File: config.mk
export PLATFORM = sky130hd
export DESIGN_NAME = softmax_argmax
export DESIGN_NICKNAME = d
export VERILOG_FILES = /design/src/rtl/softmax_argmax.sv
export SDC_FILE = /design/constraint.sdc
export NUM_CORES = 1
export LEC_CHECK = 0
export CORE_MARGIN = 2
export CORE_UTILIZATION = 33
export CTS_CLUSTER_DIAMETER = 100
export CTS_CLUSTER_SIZE = 40
export DETAILED_ROUTE_END_ITERATION = 10
export PLACE_DENSITY = 0.56
export SYNTH_ARGS = -nofsm -noshare
export SYNTH_HDL_FRONTEND = slang
export SYNTH_SLANG_ARGS = --single-unit
File: constraint.sdc
create_clock -name Clock -period 6.6 [get_ports Clock]
set_input_delay 1.32 -clock Clock [delete_from_list [all_inputs] [get_ports Clock]]
set_output_delay 1.32 -clock Clock [all_outputs]
set_load 0.05 [all_outputs]
File: src/rtl/softmax_argmax.sv
// softmax_argmax
//   Captures the four FP32 softmax outputs on a rising edge of the softmax
//   Done level. It scans entries 0..min(N,3) one per cycle and presents the
//   argmax index, its value, a confidence flag and an all-NaN flag on a
//   valid/ready handshake.
// Ports:
//   Clock, Reset    clock, asynchronous active-high reset
//   SmDone          softmax Done level (a rise starts a scan)
//   Y0..Y3          softmax FP32 outputs
//   N               index of the last valid entry (4..7 clamp to 3)
//   OutReady        consumer ready
//   OutValid        result valid
//   Index, MaxVal   winning index and its FP32 value
//   Confident       MaxVal >= THRESH (never for NaN)
//   AllNaN          every scanned entry was NaN
//   Busy            a scan or an unacknowledged result is in flight
//   Overrun         sticky: a Done rise arrived while busy
module softmax_argmax #(
  parameter int                    DATALENGTH = 32,
  parameter int                    INPUTMAX   = 2,
  parameter logic [DATALENGTH-1:0] THRESH     = 32'h3F000000
) (
  input  logic                  Clock,
  input  logic                  Reset,
  input  logic                  SmDone,
  input  logic [DATALENGTH-1:0] Y0,
  input  logic [DATALENGTH-1:0] Y1,
  input  logic [DATALENGTH-1:0] Y2,
  input  logic [DATALENGTH-1:0] Y3,
  input  logic [INPUTMAX:0]     N,
  input  logic                  OutReady,
  output logic                  OutValid,
  output logic [1:0]            Index,
  output logic [DATALENGTH-1:0] MaxVal,
  output logic                  Confident,
  output logic                  AllNaN,
  output logic                  Busy,
  output logic                  Overrun
);

  typedef enum logic [1:0] {
    S_IDLE = 2'd0,
    S_SCAN = 2'd1,
    S_HOLD = 2'd2
  } state_t;

  localparam logic [INPUTMAX:0] N_LAST = (INPUTMAX + 1)'(3);

  // NaN: all-ones exponent with a non-zero mantissa (infinities are ordinary values)
  function automatic logic is_nan(input logic [DATALENGTH-1:0] x);
    is_nan = (x[30:23] == 8'hFF) && (x[22:0] != 23'd0);
  endfunction

  // Monotonic unsigned key for non-NaN floats; -0 folds onto +0 so zeros tie
  function automatic logic [DATALENGTH-1:0] fp_key(input logic [DATALENGTH-1:0] x);
    logic [DATALENGTH-1:0] c;
    c = (x[30:0] == 31'd0) ? 32'h00000000 : x;
    fp_key = c[31] ? ~c : (c ^ 32'h80000000);
  endfunction

  state_t                state_q;
  logic                  done_prev_q;
  logic [DATALENGTH-1:0] buf_q [0:3];
  logic [2:0]            nc_q;
  logic [2:0]            cnt_q;
  logic [DATALENGTH-1:0] best_q;
  logic [1:0]            best_idx_q;
  logic                  best_nan_q;
  logic                  out_valid_q;
  logic [1:0]            index_q;
  logic [DATALENGTH-1:0] max_val_q;
  logic                  confident_q;
  logic                  all_nan_q;
  logic                  busy_q;
  logic                  overrun_q;

  logic                  rise_d;
  logic [2:0]            nc_d;
  logic [DATALENGTH-1:0] entry_d;
  logic                  entry_nan_d;
  logic                  replace_d;
  logic                  confident_d;

  // Edge detect, range clamp, per-entry compare and confidence decision
  always_comb begin
    rise_d      = 1'b0;
    nc_d        = 3'd0;
    entry_d     = buf_q[cnt_q[1:0]];
    entry_nan_d = 1'b0;
    replace_d   = 1'b0;
    confident_d = 1'b0;

    rise_d = SmDone & ~done_prev_q;

    if (N > N_LAST) begin
      nc_d = 3'd3;
    end else begin
      nc_d = N[2:0];
    end

    entry_nan_d = is_nan(entry_d);
    // Strict greater-than keeps the lowest index on ties; a NaN never displaces a number
    if (best_nan_q) begin
      replace_d = ~entry_nan_d;
    end else begin
      replace_d = ~entry_nan_d && (fp_key(entry_d) > fp_key(best_q));
    end

    confident_d = ~best_nan_q && (fp_key(best_q) >= fp_key(THRESH));
  end

  // Control FSM, scan datapath and registered result outputs
  always_ff @(posedge Clock or posedge Reset) begin
    if (Reset) begin
      state_q     <= S_IDLE;
      done_prev_q <= 1'b1;   // a Done already high out of reset is not a rise
      buf_q[0]    <= 32'h00000000;
      buf_q[1]    <= 32'h00000000;
      buf_q[2]    <= 32'h00000000;
      buf_q[3]    <= 32'h00000000;
      nc_q        <= 3'd0;
      cnt_q       <= 3'd0;
      best_q      <= 32'h00000000;
      best_idx_q  <= 2'd0;
      best_nan_q  <= 1'b0;
      out_valid_q <= 1'b0;
      index_q     <= 2'd0;
      max_val_q   <= 32'h00000000;
      confident_q <= 1'b0;
      all_nan_q   <= 1'b0;
      busy_q      <= 1'b0;
      overrun_q   <= 1'b0;
    end else begin
      done_prev_q <= SmDone;
      case (state_q)
        S_IDLE: begin
          if (rise_d) begin
            buf_q[0]   <= Y0;
            buf_q[1]   <= Y1;
            buf_q[2]   <= Y2;
            buf_q[3]   <= Y3;
            nc_q       <= nc_d;
            best_q     <= Y0;
            best_idx_q <= 2'd0;
            best_nan_q <= is_nan(Y0);
            cnt_q      <= 3'd1;
            busy_q     <= 1'b1;
            state_q    <= S_SCAN;
          end
        end
        S_SCAN: begin
          if (rise_d) begin
            overrun_q <= 1'b1;
          end
          // cnt_q is 3 bits so it reaches 4 and terminates the scan at Nc = 3
          if (cnt_q <= nc_q) begin
            if (replace_d) begin
              best_q     <= entry_d;
              best_idx_q <= cnt_q[1:0];
              best_nan_q <= entry_nan_d;
            end
            cnt_q <= cnt_q + 3'd1;
          end else begin
            out_valid_q <= 1'b1;
            index_q     <= best_idx_q;
            max_val_q   <= best_q;
            confident_q <= confident_d;
            all_nan_q   <= best_nan_q;
            state_q     <= S_HOLD;
          end
        end
        S_HOLD: begin
          if (rise_d) begin
            overrun_q <= 1'b1;
          end
          if (out_valid_q && OutReady) begin
            out_valid_q <= 1'b0;
            busy_q      <= 1'b0;
            state_q     <= S_IDLE;
          end
        end
        default: begin
          out_valid_q <= 1'b0;
          busy_q      <= 1'b0;
          state_q     <= S_IDLE;
        end
      endcase
    end
  end

  assign OutValid  = out_valid_q;
  assign Index     = index_q;
  assign MaxVal    = max_val_q;
  assign Confident = confident_q;
  assign AllNaN    = all_nan_q;
  assign Busy      = busy_q;
  assign Overrun   = overrun_q;

endmodule
# Word level (Yosys, flattened, before mapping)
# Cells that the tools add are included.
# totals
ff_bits	211
inputBits	135
out_inout_bits	39
elab_cells	98
# op_classes
add_sub_neg	1
magnitude_cmp	5
n_eq_ne	9
mux	33
n_bitwise	12
reduce_logical	20
# op_table
operator	n
32-bit 2-to-1 mux	9
32-bit binary-select mux with 2-bit select	1
32-bit NOT	2
32-bit case mux with 2 select lines	1
31-bit logical NOT	2
23-bit nonzero test	2
32-bit greater-or-equal comparator, second input constant	1
32-bit > comparator	1
8-bit equality test, second input constant	2
2-bit 2-to-1 mux	6
3-bit AND reduction	4
2-bit inequality test, second input constant	5
3-bit 2-to-1 mux	3
1-bit NOT	8
1-bit 2-to-1 mux	7
1-bit case mux with 3 select lines	2
2-bit case mux with 3 select lines	1
3-bit case mux with 2 select lines	1
2-bit AND reduction	3
1-bit logical AND	5
2-bit case mux with 2 select lines	1
4-bit AND reduction	1
3-bit by 1-bit adder with 3-bit output, second input constant	1
3-bit greater-or-equal comparator, second input constant	1
other kinds (10)	10

# Longest topological paths before layout
# logic_depth
ltp_word	14
ltp_mapped	18
depth_no_buf	15

# Least setup slack after synthesis
# No wires, ideal clock.
# synth_path
kind	register -> register
start	register cnt_q[0]
end	register best_idx_q[0]
setup_time_ns	0.128
arrival_time_ns	4.557
t_required_ns	6.472
path_slack_ns	1.916
stages_incl_launch_ff	19
n_path_buf	4
period_less_slack_ns	4.684
cell_sequence	dfrtp_1 -> buf_4 -> mux4_2 -> or4_1 -> nor4_1 -> nand3_1 -> nor3_1 -> clkbuf_1 -> clkbuf_1 -> nor2_1 -> ha_1 -> nand4_1 -> nor4_1 -> nand2_1 -> a21oi_1 -> a211oi_1 -> nor3b_4 -> buf_4 -> mux2_1
# synth_via
elab_chain_cells	13
word_cells_on_any_way	23
classes_between	2 x order compare; 3 x eq/ne; 9 x mux; 4 x bitwise; 5 x reduce/logical
# synth_lines
element	line	source
start: declaration	65	logic [2:0] cnt_q;
start signal: assignment	162	cnt_q <= cnt_q + 3'd1;
2-bit NOT with 3-bit output (implied by the code)	88	entry_d = buf_q[cnt_q[1:0]];
32-bit binary-select mux with 2-bit select	88	
32-bit 2-to-1 mux (implied by the code) (2 in a row)	88	
31-bit logical NOT	57	c = (x[30:0] == 31'd0) ? 32'h00000000 : x;
32-bit 2-to-1 mux	57	
32-bit NOT / 1-bit NOT (equally long branches)	--	
32-bit 2-to-1 mux	58	fp_key = c[31] ? ~c : (c ^ 32'h80000000);
32-bit > comparator	106	replace_d = ~entry_nan_d && (fp_key(entry_d) > fp_key(best_q));
1-bit logical AND	106	
1-bit 2-to-1 mux	103	if (best_nan_q) begin
2-bit inequality test (no source line)	--	
4-bit AND reduction (no source line)	--	
end signal: assignment	159	best_idx_q <= cnt_q[1:0];
end: declaration	67	logic [1:0] best_idx_q;
# Several ways; a longest one is shown, not always the timed one. The select of a mux whose other input is x is not followed.
# A chain may end at the register's enable or synchronous reset.

# Worst setup path in the final report
# layout_path
start	register cnt_q[0]
end	register best_q[30]
# layout_via
elab_chain_cells	13
word_cells_on_any_way	23
classes_between	2 x order compare; 3 x eq/ne; 9 x mux; 4 x bitwise; 5 x reduce/logical
# layout_lines
element	line	source
2-bit NOT with 3-bit output (implied by the code)	88	
32-bit binary-select mux with 2-bit select	88	
32-bit 2-to-1 mux (implied by the code) (2 in a row)	88	
31-bit logical NOT	57	
32-bit 2-to-1 mux	57	
32-bit NOT / 1-bit NOT (equally long branches)	--	
32-bit 2-to-1 mux	58	
32-bit > comparator	106	
1-bit logical AND	106	
1-bit 2-to-1 mux	103	
2-bit inequality test (no source line)	--	
4-bit AND reduction (no source line)	--	
end signal: assignment	158	best_q <= entry_d;
end: declaration	66	logic [DATALENGTH-1:0] best_q;
# Several ways; a longest one is shown, not always the timed one. The select of a mux whose other input is x is not followed.

==> impl_metrics.env <==
export IMPL_drc=0
export IMPL_avgRoutedWirePerCell_um=19.4
export IMPL_grt_max_degree=121
export IMPL_antennaDiodeCount=0
export IMPL_synth_yosys_warnings=0
export IMPL_fp_dieArea_mm2=0.0345
export IMPL_yosysUniqueCellTypes=44
export IMPL_p_per_area_mw_per_mm2=545
export IMPL_synthTopCellsByArea="dfrtp_1 (48%), mux2_2 (20%), mux4_2 (6.6%)"
export IMPL_dpl_cell_area_mm2=0.0131
export IMPL_io_buffers=173
export IMPL_fin_crit_sh_pct=85.2
export IMPL_finalSetupViolCount=0
export IMPL_coreArea_mm2=0.0325
export IMPL_synth_area_mm2=0.0109
export IMPL_placementRows=66
export IMPL_synth_area_leader_cell="dfrtp_1"
export IMPL_grt_ovfl_total=0
export IMPL_fin_cells=1425
export IMPL_crit_fanout=35
export IMPL_via_per_inst=4.88
export IMPL_irDropWorstVdd_uv=215
export IMPL_start_util_pct=33.5
export IMPL_cp_required_ps=6970
export IMPL_die_w_um=186
export IMPL_antenna_found_initial=0
export IMPL_fmax_mhz=178
export IMPL_grt_pass1_wl_um=43000
export IMPL_fin_area_mm2=0.0134
export IMPL_hpwl_um=21100
export IMPL_nets=1157
export IMPL_postCtsHoldBufs=0
export IMPL_wl_um=27600
export IMPL_drt_iter0_drc=531
export IMPL_arrival_ps=6000
export IMPL_tightest_slew_ps=834
export IMPL_max_slew_margin_rel_pct=44.4
export IMPL_status="finished clean"
export IMPL_ys_async_sr_fraction_pct=100
export IMPL_worstSetupEndpointType="register"
export IMPL_vias=6961
export IMPL_worstSkewPairLatency_ps=490
export IMPL_reg2reg_slack_ps=970
export IMPL_n_fill_cell=3148
export IMPL_drt_first_pass_iters=4
export IMPL_hold_class="register to register"
export IMPL_io_pins=174
export IMPL_post_cts_buffers=0
export IMPL_yosysMostFrequentCell="dfrtp_1"
export IMPL_numCtsBuffers=9
export IMPL_hold_viol=0
export IMPL_worstSetupPathType="register to register"
export IMPL_netlist_top_cells_count="dfrtp_1 (210), mux2_2 (197), nand2_1 (48)"
export IMPL_drive_above_1_share_pct=26.7
export IMPL_rsz0062_at_grt="no"
export IMPL_skew_ps=21.1
export IMPL_syn_nets=1011
export IMPL_synthFlopType="dfrtp_1"
export IMPL_path_clk_slew_ps=150
export IMPL_whs_ps=487
export IMPL_areaGrowthSynthToFinish_pct=22.7
export IMPL_cts_htree_levels=1
export IMPL_ant_nets=0
export IMPL_grt_pass1_vias=7264
export IMPL_syn_area_per_cell_um2=13.1
export IMPL_dp_cells=1412
export IMPL_slew_viol_final=0
export IMPL_setup_tns_ps=0
export IMPL_syn_inst=835
export IMPL_gp_congestion=0.795
export IMPL_cap_violations=0
export IMPL_netlist_area_leader_share_pct=48.2
export IMPL_startpoint_type="register"
export IMPL_ys_ff_latch=211
export IMPL_leakagePower_uw=0.00558
export IMPL_period_needed_ps=5630
export IMPL_grtUsageTotal_pct=16.2
export IMPL_cts_sinks=211
export IMPL_clock_root_buffer="clkbuf_16"
export IMPL_cts_path_max_buffers=3
export IMPL_synth_edf_count=0
export IMPL_cts_tree="built"
export IMPL_die_h_um=186
export IMPL_yosysSeqAreaShare_pct=48.5
export IMPL_cts_resized=0
-- sequential cells by signal (all words and copies together) (netlist names) --
| signal | cells |
|---|---|
| buf_q | 128 |
| MaxVal | 32 |
| best_q | 32 |
| cnt_q | 3 |
| nc_q | 3 |
| Index | 2 |
| best_idx_q | 2 |
| state_q | 2 |
| AllNaN | 1 |
| Busy | 1 |
| Confident | 1 |
| OutValid | 1 |
| Overrun | 1 |
| best_nan_q | 1 |
| done_prev_q | 1 |
-- area by class of cell --
type	instances	area [um^2]	share of cell area (%)
Clock buffer	10	239	1.79
Clock inverter	3	28.8	0.215
Inverter	13	52.6	0.393
Multi-Input combinational cell	562	5380	40.2
Sequential cell	211	5280	39.5
Tap cell	442	553	4.13
Timing Repair Buffer	184	1840	13.7
-- stage by stage --
| stage | power, uW | worst slack (ps) | util (%) |
|---|---|---|---|
| after global routing | 7870 | 498 | 41.1 |
| after CTS | 7340 | 945 | 41.1 |
| after global placement | 6550 | 1070 | 40.3 |
| after detailed placement | 6640 | 979 | 40.3 |
| final | 7280 | 975 | 41.1 |
| after floorplan | 5480 | 1920 | - |
-- per-layer routing --
metal / part of all wire, % / vias to the layer above / GRT usage (%)
met5: 0 / - / 0
met4: 0.78 / 0 / 2.39
met3: 3.3 / 14 / 1.62
met2: 44 / 128 / 24.3
met1: 52 / 3518 / 25.6
li1: - / 3301 / -
-- logic make-up (layout without fill, tap and decap cells) --
family / after synthesis / after routing / share of synthesized area, %
muxes: 259 / 259 / 30.1
adders and majority gates: 41 / 41 / 4.71
AOI/OAI and AO/OA: 56 / 56 / 3.15
and+or+nand+nor: 145 / 145 / 6.43
xor gates and xnor gates: 61 / 61 / 4.90
DFF: 211 / 211 / 48.5
buffers and inverters: 62 / 210 / 2.31
-- worst max-delay path: stages (launching register included) --
cell	delay, ps
dfrtp_2	850
mux4_2	630
or4_1	550
nor4_1	190
nand3_1	170
nor3_2	510
nand2b_1	290
xnor2_1	100
ha_1	300
nand2_1	60
nor4_1	380
nand2_1	160
a21oi_1	150
a211oi_1	90
nor3b_4	200
buf_4	450
mux2_2	390
-- cells in the final DEF, fill, tap and decap left out, drive strengths merged, types with 2 or more instances in the layout --
cell and instances:
nor2b 3, o211ai 3, clkdlybuf4s50 173, a21oi 19, or2 2, and2 2, mux4 32, dfrtp 210
xnor2 30, ha 41, nand2 48, xor2 31, nand2b 4, inv 15, a21o 9, nand4 12
clkbuf 10, nor4 21, nor2 36, nor3b 2, buf 11, nand3 5, o21ai 15, nor3 7
mux2 226
-- power by group --
part           switching (uW)  total, uW  internal (uW)  leakage, uW
logic                    2150       4190           2040      0.00293
clock network             411        683            273     0.000133
registers                 489       2410           1930      0.00252
total                    3050       7280           4240      0.00558
-- worst paths after layout --
kind / endpoint / start / cells past startpoint
setup / recovery: best_q[30] / cnt_q[0] / 16
hold / removal: Overrun / Overrun / 1
setup reg to reg: best_q[30] / cnt_q[0] / 16
hold reg to reg: Overrun / Overrun / 1
max in group asynchronous: Confident / Reset / 3
min in group asynchronous: buf_q[72] / Reset / 2
(Power assumes the default switching activity.)
